File: src/rtl/matmul_stream_loader_if.sv
// Stream, Matrix_Mul write-port and result-port signals of the loader.
// slave: the loader's own view. master: the surrounding source, sink and Matrix_Mul.
interface matmul_stream_loader_if #(
  parameter int WORD_SIZE = 16,
  parameter int ADDRS_LEN = 7
);
  logic                        s_valid;
  logic [WORD_SIZE-1:0]        s_data;
  logic                        s_ready;
  logic                        mm_we;
  logic [ADDRS_LEN-1:0]        mm_addr;
  logic [WORD_SIZE-1:0]        mm_data_wr;
  logic signed [WORD_SIZE-1:0] mm_result;
  logic [3:0]                  mm_qi;
  logic [3:0]                  mm_qf;
  logic                        m_valid;
  logic [WORD_SIZE-1:0]        m_data;
  logic [3:0]                  m_qi;
  logic [3:0]                  m_qf;
  logic [2:0]                  m_index;
  logic                        m_last;
  logic                        m_ready;
  logic                        busy;
  logic                        frame_done;

  modport slave (
    input  s_valid, s_data, mm_result, mm_qi, mm_qf, m_ready,
    output s_ready, mm_we, mm_addr, mm_data_wr,
           m_valid, m_data, m_qi, m_qf, m_index, m_last, busy, frame_done
  );

  modport master (
    output s_valid, s_data, mm_result, mm_qi, mm_qf, m_ready,
    input  s_ready, mm_we, mm_addr, mm_data_wr,
           m_valid, m_data, m_qi, m_qf, m_index, m_last, busy, frame_done
  );
endinterface

File: src/rtl/matmul_stream_loader.sv
// Loads one 72-word frame (64 matrix + 8 vector words) into Matrix_Mul,
// waits LAT cycles, captures the 8 AB_Transpose results with their
// QI/QF format, and replays them on a valid/ready output stream.
//
// state   | meaning
// LOAD    | accept input beats, write each into Matrix_Mul at its beat address
// SETTLE  | wait LAT cycles for Matrix_Mul to produce results
// CAPTURE | sample one result per cycle into buffer entries 0..7
// DRAIN   | present buffer entries 0..7 on the output stream
module matmul_stream_loader #(
  parameter int WORD_SIZE = 16,
  parameter int ADDRS_LEN = 7,
  parameter int LAT       = 4
) (
  input  logic                   src_clk,
  input  logic                   rst,
  matmul_stream_loader_if.slave  bus
);

  typedef enum logic [1:0] {LOAD, SETTLE, CAPTURE, DRAIN} state_t;

  localparam logic [6:0] LAST_BEAT = 7'd71;
  localparam logic [3:0] LAT_C     = 4'(LAT);

  state_t               state_q, state_d;
  logic [6:0]           beat_q, beat_d;
  logic [3:0]           wait_q, wait_d;
  logic [2:0]           cap_q, cap_d;
  logic                 s_ready_q, s_ready_d;
  logic                 mm_we_q, mm_we_d;
  logic [ADDRS_LEN-1:0] mm_addr_q, mm_addr_d;
  logic [WORD_SIZE-1:0] mm_data_q, mm_data_d;
  logic                 m_valid_q, m_valid_d;
  logic [WORD_SIZE-1:0] m_data_q, m_data_d;
  logic [3:0]           m_qi_q, m_qi_d;
  logic [3:0]           m_qf_q, m_qf_d;
  logic [2:0]           m_index_q, m_index_d;
  logic                 m_last_q, m_last_d;

  logic [WORD_SIZE-1:0] res_buf_q [8];
  logic [3:0]           qi_buf_q  [8];
  logic [3:0]           qf_buf_q  [8];

  logic                 s_ready;
  logic                 in_hs;
  logic                 out_hs;
  logic [2:0]           nxt_idx;

  // s_ready is forced low during the reset cycle itself, not only after it
  assign s_ready = s_ready_q & ~rst;
  assign in_hs   = bus.s_valid & s_ready;
  assign out_hs  = m_valid_q & bus.m_ready;
  assign nxt_idx = m_index_q + 3'd1;

  // Next-state and next-output computation for the load/settle/capture/drain sequence
  always_comb begin
    state_d   = state_q;
    beat_d    = beat_q;
    wait_d    = wait_q;
    cap_d     = cap_q;
    mm_we_d   = 1'b0;
    mm_addr_d = mm_addr_q;
    mm_data_d = mm_data_q;
    m_valid_d = m_valid_q;
    m_data_d  = m_data_q;
    m_qi_d    = m_qi_q;
    m_qf_d    = m_qf_q;
    m_index_d = m_index_q;
    m_last_d  = m_last_q;
    case (state_q)
      LOAD: begin
        if (in_hs) begin
          mm_we_d   = 1'b1;
          mm_addr_d = ADDRS_LEN'(beat_q);
          mm_data_d = bus.s_data;
          if (beat_q == LAST_BEAT) begin
            state_d = SETTLE;
            beat_d  = 7'd0;
            wait_d  = 4'd1;
          end else begin
            beat_d = beat_q + 7'd1;
          end
        end
      end
      SETTLE: begin
        if (wait_q == LAT_C) begin
          state_d = CAPTURE;
          wait_d  = 4'd0;
          cap_d   = 3'd0;
        end else begin
          wait_d = wait_q + 4'd1;
        end
      end
      CAPTURE: begin
        cap_d = cap_q + 3'd1;
        if (cap_q == 3'd7) begin
          // entry 0 was written seven cycles ago, so it can be presented right away
          state_d   = DRAIN;
          m_valid_d = 1'b1;
          m_data_d  = res_buf_q[0];
          m_qi_d    = qi_buf_q[0];
          m_qf_d    = qf_buf_q[0];
          m_index_d = 3'd0;
          m_last_d  = 1'b0;
        end
      end
      DRAIN: begin
        if (out_hs) begin
          if (m_index_q == 3'd7) begin
            state_d   = LOAD;
            m_valid_d = 1'b0;
            m_last_d  = 1'b0;
            m_index_d = 3'd0;
          end else begin
            m_index_d = nxt_idx;
            m_data_d  = res_buf_q[nxt_idx];
            m_qi_d    = qi_buf_q[nxt_idx];
            m_qf_d    = qf_buf_q[nxt_idx];
            m_last_d  = (nxt_idx == 3'd7);
          end
        end
      end
      default: state_d = LOAD;
    endcase
    s_ready_d = (state_d == LOAD);
  end

  // State and registered outputs, synchronous reset
  always_ff @(posedge src_clk) begin
    if (rst) begin
      state_q   <= LOAD;
      beat_q    <= 7'd0;
      wait_q    <= 4'd0;
      cap_q     <= 3'd0;
      s_ready_q <= 1'b0;
      mm_we_q   <= 1'b0;
      mm_addr_q <= '0;
      mm_data_q <= '0;
      m_valid_q <= 1'b0;
      m_data_q  <= '0;
      m_qi_q    <= 4'd0;
      m_qf_q    <= 4'd0;
      m_index_q <= 3'd0;
      m_last_q  <= 1'b0;
    end else begin
      state_q   <= state_d;
      beat_q    <= beat_d;
      wait_q    <= wait_d;
      cap_q     <= cap_d;
      s_ready_q <= s_ready_d;
      mm_we_q   <= mm_we_d;
      mm_addr_q <= mm_addr_d;
      mm_data_q <= mm_data_d;
      m_valid_q <= m_valid_d;
      m_data_q  <= m_data_d;
      m_qi_q    <= m_qi_d;
      m_qf_q    <= m_qf_d;
      m_index_q <= m_index_d;
      m_last_q  <= m_last_d;
    end
  end

  // Result buffer; left uncleared on reset since stale entries are never presented
  always_ff @(posedge src_clk) begin
    if (state_q == CAPTURE) begin
      res_buf_q[cap_q] <= bus.mm_result;
      qi_buf_q[cap_q]  <= bus.mm_qi;
      qf_buf_q[cap_q]  <= bus.mm_qf;
    end
  end

  assign bus.s_ready    = s_ready;
  assign bus.mm_we      = mm_we_q;
  assign bus.mm_addr    = mm_addr_q;
  assign bus.mm_data_wr = mm_data_q;
  assign bus.m_valid    = m_valid_q;
  assign bus.m_data     = m_data_q;
  assign bus.m_qi       = m_qi_q;
  assign bus.m_qf       = m_qf_q;
  assign bus.m_index    = m_index_q;
  assign bus.m_last     = m_last_q;
  assign bus.busy       = !((state_q == LOAD) && (beat_q == 7'd0));
  assign bus.frame_done = out_hs & m_last_q;

endmodule

File: src/flat_wrapper.sv
// flat-port wrapper written by rule: the top's interface ports become plain ports
module matmul_stream_loader_flat 
#(
  parameter int WORD_SIZE = 16,
  parameter int ADDRS_LEN = 7,
  parameter int LAT       = 4
)
  (src_clk, rst, bus_s_valid, bus_s_data, bus_mm_result, bus_mm_qi, bus_mm_qf, bus_m_ready, bus_s_ready, bus_mm_we, bus_mm_addr, bus_mm_data_wr, bus_m_valid, bus_m_data, bus_m_qi, bus_m_qf, bus_m_index, bus_m_last, bus_busy, bus_frame_done);
  matmul_stream_loader_if #(.WORD_SIZE(WORD_SIZE), .ADDRS_LEN(ADDRS_LEN)) bus_i ();
  input  logic src_clk;
  input  logic rst;
  input wire logic [$bits(bus_i.s_valid)-1:0] bus_s_valid;
  input wire logic [$bits(bus_i.s_data)-1:0] bus_s_data;
  input wire logic [$bits(bus_i.mm_result)-1:0] bus_mm_result;
  input wire logic [$bits(bus_i.mm_qi)-1:0] bus_mm_qi;
  input wire logic [$bits(bus_i.mm_qf)-1:0] bus_mm_qf;
  input wire logic [$bits(bus_i.m_ready)-1:0] bus_m_ready;
  output wire logic [$bits(bus_i.s_ready)-1:0] bus_s_ready;
  output wire logic [$bits(bus_i.mm_we)-1:0] bus_mm_we;
  output wire logic [$bits(bus_i.mm_addr)-1:0] bus_mm_addr;
  output wire logic [$bits(bus_i.mm_data_wr)-1:0] bus_mm_data_wr;
  output wire logic [$bits(bus_i.m_valid)-1:0] bus_m_valid;
  output wire logic [$bits(bus_i.m_data)-1:0] bus_m_data;
  output wire logic [$bits(bus_i.m_qi)-1:0] bus_m_qi;
  output wire logic [$bits(bus_i.m_qf)-1:0] bus_m_qf;
  output wire logic [$bits(bus_i.m_index)-1:0] bus_m_index;
  output wire logic [$bits(bus_i.m_last)-1:0] bus_m_last;
  output wire logic [$bits(bus_i.busy)-1:0] bus_busy;
  output wire logic [$bits(bus_i.frame_done)-1:0] bus_frame_done;
  assign bus_i.s_valid = bus_s_valid;
  assign bus_i.s_data = bus_s_data;
  assign bus_i.mm_result = bus_mm_result;
  assign bus_i.mm_qi = bus_mm_qi;
  assign bus_i.mm_qf = bus_mm_qf;
  assign bus_i.m_ready = bus_m_ready;
  assign bus_s_ready = bus_i.s_ready;
  assign bus_mm_we = bus_i.mm_we;
  assign bus_mm_addr = bus_i.mm_addr;
  assign bus_mm_data_wr = bus_i.mm_data_wr;
  assign bus_m_valid = bus_i.m_valid;
  assign bus_m_data = bus_i.m_data;
  assign bus_m_qi = bus_i.m_qi;
  assign bus_m_qf = bus_i.m_qf;
  assign bus_m_index = bus_i.m_index;
  assign bus_m_last = bus_i.m_last;
  assign bus_busy = bus_i.busy;
  assign bus_frame_done = bus_i.frame_done;
  matmul_stream_loader #(.WORD_SIZE(WORD_SIZE), .ADDRS_LEN(ADDRS_LEN), .LAT(LAT)) u_core (.src_clk(src_clk), .rst(rst), .bus(bus_i));
endmodule
File: config.mk
export PLATFORM = sky130hd
export DESIGN_NAME = matmul_stream_loader_flat
export DESIGN_NICKNAME = d
export VERILOG_FILES = /design/src/rtl/matmul_stream_loader_if.sv /design/src/rtl/matmul_stream_loader.sv /design/src/flat_wrapper.sv
export SDC_FILE = /design/constraint.sdc
export NUM_CORES = 1
export LEC_CHECK = 0
export ABC_AREA = 0
export CAP_MARGIN = 0
export CORE_ASPECT_RATIO = 0.75
export CORE_UTILIZATION = 61
export CTS_CLUSTER_DIAMETER = 100
export DETAILED_ROUTE_END_ITERATION = 7
export PLACE_DENSITY = 0.9
export SLEW_MARGIN = 20
export SYNTH_ARGS = -nofsm -noshare
export SYNTH_HDL_FRONTEND = slang
export SYNTH_SLANG_ARGS = --single-unit
File: constraint.sdc
create_clock -name src_clk -period 10.5 [get_ports src_clk]
set_input_delay 2.1 -clock src_clk [delete_from_list [all_inputs] [get_ports src_clk]]
set_output_delay 2.1 -clock src_clk [all_outputs]
set_load 0.01 [all_outputs]
==> metrics.log, run 1 <==
[metrics] sum of routed wire length over all layers: between 20000 and 25000 um
[metrics] Period minus WS final: ~5.5 ns
[metrics] Mapped Avg Cell Area: roughly 15 sq um
[metrics] total gr overflow: 0
[metrics] worst setup slack before clock tree synthesis: ~5 ns
[metrics] worst hold-check slack: roughly 0.46 ns
[metrics] # Max-Cap Violations: 0
[metrics] crit share post-route: 0.521
[metrics] setup TNS: 0 ns
[metrics] initial antenna violation count: 0
[metrics] worst-case clock buffer depth: 3
[metrics] clock latency on the worst-skew pair: approximately 0.51 ns
[metrics] post-synthesis cell count: about 700
[metrics] RSZ-0062 raised after global routing: no
[metrics] fraction of final layout cells with drive strength greater than 1: 0.0989
[metrics] Setup Fix Bufs, Post-CTS: 0
[metrics] static power due to leakage: between 4 and 5 nW
[metrics] highest attainable clock frequency: between 150 and 200 MHz
[metrics] worst clock skew: about 0.0099 ns
[metrics] Worst EP required: about 8.4 ns
[metrics] drt first pass iters: 5
[metrics] global-route wire length before repair: ~36000 um
[metrics] number of diodes added for antenna fixing: 0
[metrics] RePlAce Congestion: 0.792
[metrics] register area share after synthesis: 0.705
[metrics] Setup-failing EPs final: 0
[metrics] DR iter-0 viols: approximately 700
[metrics] initial core utilization: 0.629
[metrics] placed wire-length estimate: about 13000 um
[metrics] slew margin rel.: 0.314
[metrics] synthesized net count: ~750
[metrics] amount of wire on met2 after detailed routing: between 10000 and 15000 um
[metrics] first element of the critical path: rst
[metrics] layout overhead on the synthesized area: 19.7%
[metrics] total die area: around 17000 sq um
[metrics] hold-fix buffer count after cts: 0
[metrics] die height: 114 um
[metrics] worst setup path class: input pin to output port
[metrics] DR top layer: met4
[metrics] DR vias: approximately 6600
[metrics] CTS Root Cell: clkbuf_16
[metrics] primary flip-flop cell chosen by synthesis mapping: edfxtp_1
[metrics] post_cts resized: 0
[metrics] cell area after synthesis: just over 10000 sq um
[metrics] cell row count: 40
[metrics] count of state elements after synthesis: between 200 and 300
[metrics] fraction of registers with async set/reset: 0
[metrics] count of boundary I/O pins: 100
[metrics] outcome: complete, no violations
[metrics] core footprint: 16200 sq um
[metrics] maximum net fanout on the critical path: 65
[metrics] met3 WL post-DR: just over 2000 um
[metrics] TritonCTS sink count: between 200 and 300
[metrics] All-Layer GR Usage: 0.278
[metrics] startpoint of the most critical hold path: u_core.bus.mm_data_wr[1]
[metrics] pin count of the biggest net entering global routing: 66
[metrics] launch instance of the worst register-to-register path: u_core.bus.m_index[0]
[metrics] number of synthesized flops with an enable pin: 192
[metrics] count of unresolved DRC violations after routing: 0
[metrics] cts bufs inserted: 24
[metrics] vias in the first global route: ~6600
[metrics] met1 wire length: 9260 um
[metrics] clock-pin transition on the worst setup and hold timing paths: ~0.06 ns
[metrics] Buffers on Ports: 99
[metrics] ratio of total power to cell area: between 150 and 200 nW/um^2
[metrics] clock tree from TritonCTS: yes
[metrics] Total Nets Final: approximately 840
[metrics] post-detailed-route wirelength per cell: roughly 23 um
[metrics] kind of start point of the critical path: input pin
[metrics] measured slew at the worst slew-check pin: 1.02 ns
[metrics] detail-routed via count per cell: 6.52
[metrics] number of distinct library cells after synthesis: 46
[metrics] total power of the final layout: ~0.0020 W
[metrics] count of antenna-violating nets left after detailed routing: 0
[metrics] final number of max-transition violations: 0
[metrics] yosys warns: 0
[metrics] Die Wd: between 150 and 200 um
[metrics] arrival time of the worst setup path: approximately 3.4 ns
[metrics] Clock H-tree levels: 1
[metrics] worst setup margin: ~5.0 ns
[metrics] Hold Violations, Final: 0
[metrics] capturing element type of the critical path: output port
[metrics] path type of the worst min-delay path: flip-flop to flip-flop
[metrics] worst vdd ir: roughly 0.13 mV
## critical path: stages
cell,delay [ns]
buf_2,0.08
buf_4,0.58
nor2b_1,0.10
clkdlybuf4s50_1,0.50
## cells in the final DEF (no fill, tap or decap), types with 5 or more instances in the layout
cell type / count
nor3_1: 15
edfxtp_1: 192
xnor2_1: 5
nor2_1: 42
a21oi_1: 44
o22ai_1: 26
clkinv_2: 6
clkbuf_16: 25
nand2_1: 73
buf_4: 9
mux2i_1: 64
clkdlybuf4s50_1: 98
ha_1: 8
nand3_1: 8
mux4_2: 22
a2111oi_0: 14
clkinv_1: 7
a211o_1: 11
dfxtp_1: 70
clkbuf_1: 5
## per-layer routing
| metal | vias up | track usage |
|---|---|---|
| met5 | - | 0 |
| met4 | 0 | 0.113 |
| met3 | 75 | 0.0516 |
| met2 | 409 | 0.448 |
| met1 | 3300 | 0.377 |
| li1 | 2860 | - |
## area by class of cell
class | count | area [sq um]
clock buffers | 31 | 658
clock inverters | 13 | 109
fillers | 873 | 3990
inverters | 6 | 22.5
multi-input cells | 388 | 2880
flip-flops and latches | 262 | 7170
well taps | 210 | 263
repair buffers | 109 | 1070
## worst paths after layout
kind / end / slack [ns] / cells past startpoint
worst max-delay path: bus_s_ready / 5.03 / 4
worst min-delay path: u_core.bus.mm_data_wr[1] / 0.46 / 2
worst max register to register: u_core.bus.m_data[12] / 5.91 / 8
worst min register to register: u_core.bus.mm_data_wr[1] / 0.46 / 2
## power breakdown
| group | switching (W) | leakage, nW | total [W] | internal (W) |
|---|---|---|---|---|
| Combinational | 0.0000230 | 1.43 | 0.0000441 | 0.0000212 |
| Sequential | 0.00000172 | 2.29 | 0.00111 | 0.00111 |
| Clock | 0.000358 | 0.381 | 0.000848 | 0.000491 |
| Total | 0.000382 | 4.10 | 0.00201 | 0.00162 |
## per-stage QoR
| stage | area, sq um | cells | util |
|---|---|---|---|
| after floorplan | 10200 | 695 | - |
| after global placement | 11400 | 974 | 0.705 |
| after detailed placement | 11400 | 974 | 0.705 |
| after CTS | 12200 | 1018 | 0.752 |
| after global routing | 12200 | 1019 | 0.753 |
| final | 12200 | 1019 | 0.753 |
## Yosys cell counts (2+ instances only)
| cell | number | area share |
|---|---|---|
| mux4_2 | 22 | 0.049 |
| nand2b_1 | 4 | 0.0025 |
| and3_1 | 3 | 0.0018 |
| dfxtp_1 | 70 | 0.14 |
| inv_1 | 4 | 0.0015 |
| edfxtp_1 | 192 | 0.57 |
| clkinv_1 | 2 | 0.00074 |
| xnor2_1 | 5 | 0.0043 |
| nand2_1 | 73 | 0.027 |
| a21oi_1 | 44 | 0.022 |
| mux2i_1 | 64 | 0.063 |
| o22ai_1 | 26 | 0.016 |
| nand3b_1 | 3 | 0.0022 |
| or4_1 | 4 | 0.0030 |
| o21ai_1 | 2 | 0.00098 |
| nand4b_1 | 2 | 0.0017 |
| ha_1 | 9 | 0.011 |
| nor4_1 | 3 | 0.0018 |
| a2111oi_0 | 14 | 0.012 |
| nand3_1 | 8 | 0.0039 |
| buf_2 | 7 | 0.0034 |
| a211o_1 | 11 | 0.0095 |
| nor3_1 | 19 | 0.0094 |
| clkbuf_1 | 29 | 0.011 |
| o21a_1 | 2 | 0.0015 |
| buf_1 | 3 | 0.0011 |
| nor2_1 | 45 | 0.017 |
| nor2b_1 | 4 | 0.0025 |
| o21ai_0 | 3 | 0.0015 |
| a22oi_1 | 2 | 0.0015 |
## state kept, by name, indices dropped and copies added, names as in the netlist, 2 cells and up
register,cells
u_core.beat_q,7
u_core.bus.m_data,16
u_core.bus.m_index,3
u_core.bus.m_qf,4
u_core.bus.m_qi,4
u_core.bus.mm_addr,7
u_core.bus.mm_data_wr,16
u_core.cap_q,3
u_core.qf_buf_q,32
u_core.qi_buf_q,32
u_core.res_buf_q,128
u_core.state_q,2
u_core.wait_q,4
## logic make-up after synthesis
group / Yosys count / share of synthesized area
mux: 86 / 0.112
simple gates: 177 / 0.0799
flops: 262 / 0.705
fa+ha+maj: 9 / 0.0111
buf+inv: 45 / 0.0175
compound gates: 110 / 0.0697
xor+xnor: 6 / 0.00517
Power figures use the tool's default switching activity.
==> inputs of run 2 (changes only) <==
--- a/config.mk
+++ b/config.mk
@@ -8,10 +8,10 @@
 export ABC_AREA = 0
 export CAP_MARGIN = 0
 export CORE_ASPECT_RATIO = 0.75
-export CORE_UTILIZATION = 61
+export CORE_UTILIZATION = 51
 export CTS_CLUSTER_DIAMETER = 100
 export DETAILED_ROUTE_END_ITERATION = 7
-export PLACE_DENSITY = 0.9
+export PLACE_DENSITY = 0.81
 export SLEW_MARGIN = 20
 export SYNTH_ARGS = -nofsm -noshare
 export SYNTH_HDL_FRONTEND = slang
==> constraint.sdc (replaced) <==
create_clock -name src_clk -period 4.6 [get_ports src_clk]
set_input_delay 0.92 -clock src_clk [delete_from_list [all_inputs] [get_ports src_clk]]
set_output_delay 0.92 -clock src_clk [all_outputs]
set_load 0.01 [all_outputs]
==> metrics.log, run 2 (synthesis results as in run 1) <==
[metrics] outcome: complete, no violations
[metrics] maximum net fanout on the critical path: 17 (-74%)
[metrics] # Max-Cap Violations: 0 (unchanged)
[metrics] count of antenna-violating nets left after detailed routing: 0 (unchanged)
[metrics] highest attainable clock frequency: approximately 310 MHz
[metrics] pin count of the biggest net entering global routing: 39 (-41%)
[metrics] initial core utilization: 0.523 (-0.106)
[metrics] static power due to leakage: 4.15 nW (+1.4%)
[metrics] crit path max-delay cell type: or4_4
[metrics] DR vias: 6135 (-7.7%)
[metrics] clock latency on the worst-skew pair: 0.53 ns (+0.02 ns)
[metrics] most common cell after layout, fill and taps aside: edfxtp_1
[metrics] clock tree from TritonCTS: yes
[metrics] worst clock skew: 0.0127 ns (+0.00284 ns)
[metrics] critical-path cell list: or4_4, nor2_1, nand3_1, clkdlybuf4s50_1
[metrics] worst vdd ir: 0.378 mV (+200%)
[metrics] final number of max-transition violations: 0 (unchanged)
[metrics] worst hold-check slack: 0.452 ns (-0.00638 ns)
[metrics] Setup Fix Bufs, Post-CTS: 0 (unchanged)
[metrics] core footprint: 19400 sq um (+20%)
[metrics] post-detailed-route wirelength per cell: 19.8 um (-14%)
[metrics] slew margin rel.: 0.383 (+0.0692)
[metrics] setup TNS: 0 ns (unchanged)
[metrics] startpoint of the most critical hold path: u_core.bus.mm_data_wr[11]
[metrics] Final Instance Area: 12300 sq um (+1.3%)
[metrics] Die Wd: 165 um (+9.2%)
[metrics] slowest cell delay on critical path: 0.52 ns (-0.06 ns)
[metrics] Worst path top cell family by delay: simple AND/OR/NAND/NOR gates
[metrics] crit share post-route: 0.693
[metrics] worst setup path class: flip-flop to output port
[metrics] measured slew at the worst slew-check pin: 0.923 ns (-0.100 ns)
[metrics] RSZ-0062 raised after global routing: no
[metrics] R2R setup slack: 1.63 ns (-4.28 ns)
[metrics] path type of the worst min-delay path: flip-flop to flip-flop
[metrics] Buffers on Ports: 99 (unchanged)
[metrics] capturing element type of the critical path: output port
[metrics] Finished Core Util: 0.635 (-0.118)
[metrics] hold-fix buffer count after cts: 0 (unchanged)
[metrics] max reg flops: 128 (unchanged)
[metrics] RePlAce Congestion: 0.755 (-4.7%)
[metrics] cts bufs inserted: 25 (+4.2%)
[metrics] worst-case clock buffer depth: 3 (unchanged)
[metrics] detail-routed via count per cell: 5.74 (-12%)
[metrics] global-route wire length before repair: 33100 um (-7.0%)
[metrics] fraction of final layout cells with drive strength greater than 1: 0.112 (+0.0126)
[metrics] area of placed instances: 11500 sq um (+0.81%)
[metrics] clock-pin transition on the worst setup and hold timing paths: 0.06 ns (about the same)
[metrics] Clock H-tree levels: 1 (unchanged)
[metrics] most frequent cells in the layout: edfxtp_1 (192), clkdlybuf4s50_1 (98), nand2_1 (73), dfxtp_1 (69), mux2i_1 (64)
[metrics] arrival time of the worst setup path: 2.27 ns (-1.10 ns)
[metrics] CTS Root Cell: clkbuf_16
[metrics] Setup-failing EPs final: 0 (unchanged)
[metrics] Worst EP required: 3.68 ns (-4.72 ns)
[metrics] cell row count: 44 (+10%)
[metrics] TritonCTS sink count: 262 (unchanged)
[metrics] die height: 124 um (+9.2%)
[metrics] vias in the first global route: 5985 (-9.8%)
[metrics] total power of the final layout: 0.00474 W (+140%)
[metrics] All-Layer GR Usage: 0.209 (-0.0686)
[metrics] DR iter-0 viols: 605 (-13%)
[metrics] ratio of total power to cell area: 385 nW/um^2 (+130%)
[metrics] kind of start point of the critical path: flip-flop
[metrics] first element of the critical path: u_core.state_q[1]
[metrics] initial antenna violation count: 1 (+1)
[metrics] sum of routed wire length over all layers: 21200 um (-9.3%)
[metrics] Period minus WS final: about 3.2 ns
[metrics] count of boundary I/O pins: 100 (unchanged)
[metrics] number of diodes added for antenna fixing: 0 (unchanged)
[metrics] drt first pass iters: 5 (unchanged)
[metrics] total gr overflow: 0 (unchanged)
[metrics] placed wire-length estimate: 12400 um (-5.0%)
[metrics] launch instance of the worst register-to-register path: u_core.bus.m_index[0]
[metrics] total die area: 20500 sq um (+19%)
[metrics] post_cts resized: 0 (unchanged)
[metrics] Largest Register: u_core.res_buf_q
[metrics] layout overhead on the synthesized area: 21.3%
[metrics] Hold Violations, Final: 0 (unchanged)
[metrics] sum of buffers and inverters on the critical path: 1 (-2)
[metrics] Total Nets Final: 850 (+0.71%)
[metrics] largest registers in the final layout: u_core.res_buf_q (128), u_core.qf_buf_q (32), u_core.qi_buf_q (32)
[metrics] count of unresolved DRC violations after routing: 0 (unchanged)
[run 2: power breakdown]
part / switching (W) / internal, W / leakage [nW]
sequential: 0.00000358 / 0.00254 / 2.29
combinational: 0.0000517 / 0.0000487 / 1.45
clock: 0.000862 / 0.00124 / 0.417
[run 2: final timing paths]
| kind | endpoint | cells after the start |
|---|---|---|
| min | u_core.bus.mm_data_wr[11] | 2 |
| max reg2reg | u_core.bus.m_qi[2] | 7 |
| min reg2reg | u_core.bus.mm_data_wr[11] | 2 |
| max | bus_busy | 4 |
[run 2: metal layers]
layer	global-route usage	wire [um]	vias to the layer above
met3	0.0443	1750	38
met1	0.304	9230	2983
li1	-	-	2863
met5	0	0	-
met4	0.0583	430	0
met2	0.320	9790	251
[run 2: final cells by class]
type | count | area [sq um]
well taps | 253 | 317
repair buffers | 114 | 1100
multi-input cells | 388 | 2880
clock inverters | 11 | 146
fillers | 1396 | 7100
flip-flops and latches | 262 | 7170
clock buffers | 35 | 703
inverters | 6 | 22.5
[run 2: through the flow]
stage | setup slack [ns] | cells
after floorplan | 0.985 | 695
after global placement | 1.51 | 1023
after detailed placement | 1.51 | 1023
after CTS | 1.40 | 1069
after global routing | 1.27 | 1069
final | 1.41 | 1069
[run 2: worst reg2reg max path, stage by stage, from the launching register on]
cell and delay (ns):
dfxtp_2 0.33, buf_4 0.43, ha_1 0.27, ha_1 0.28, nand4bb_1 0.77, o22ai_1 0.42
a2111oi_0 0.12, nor3_1 0.26
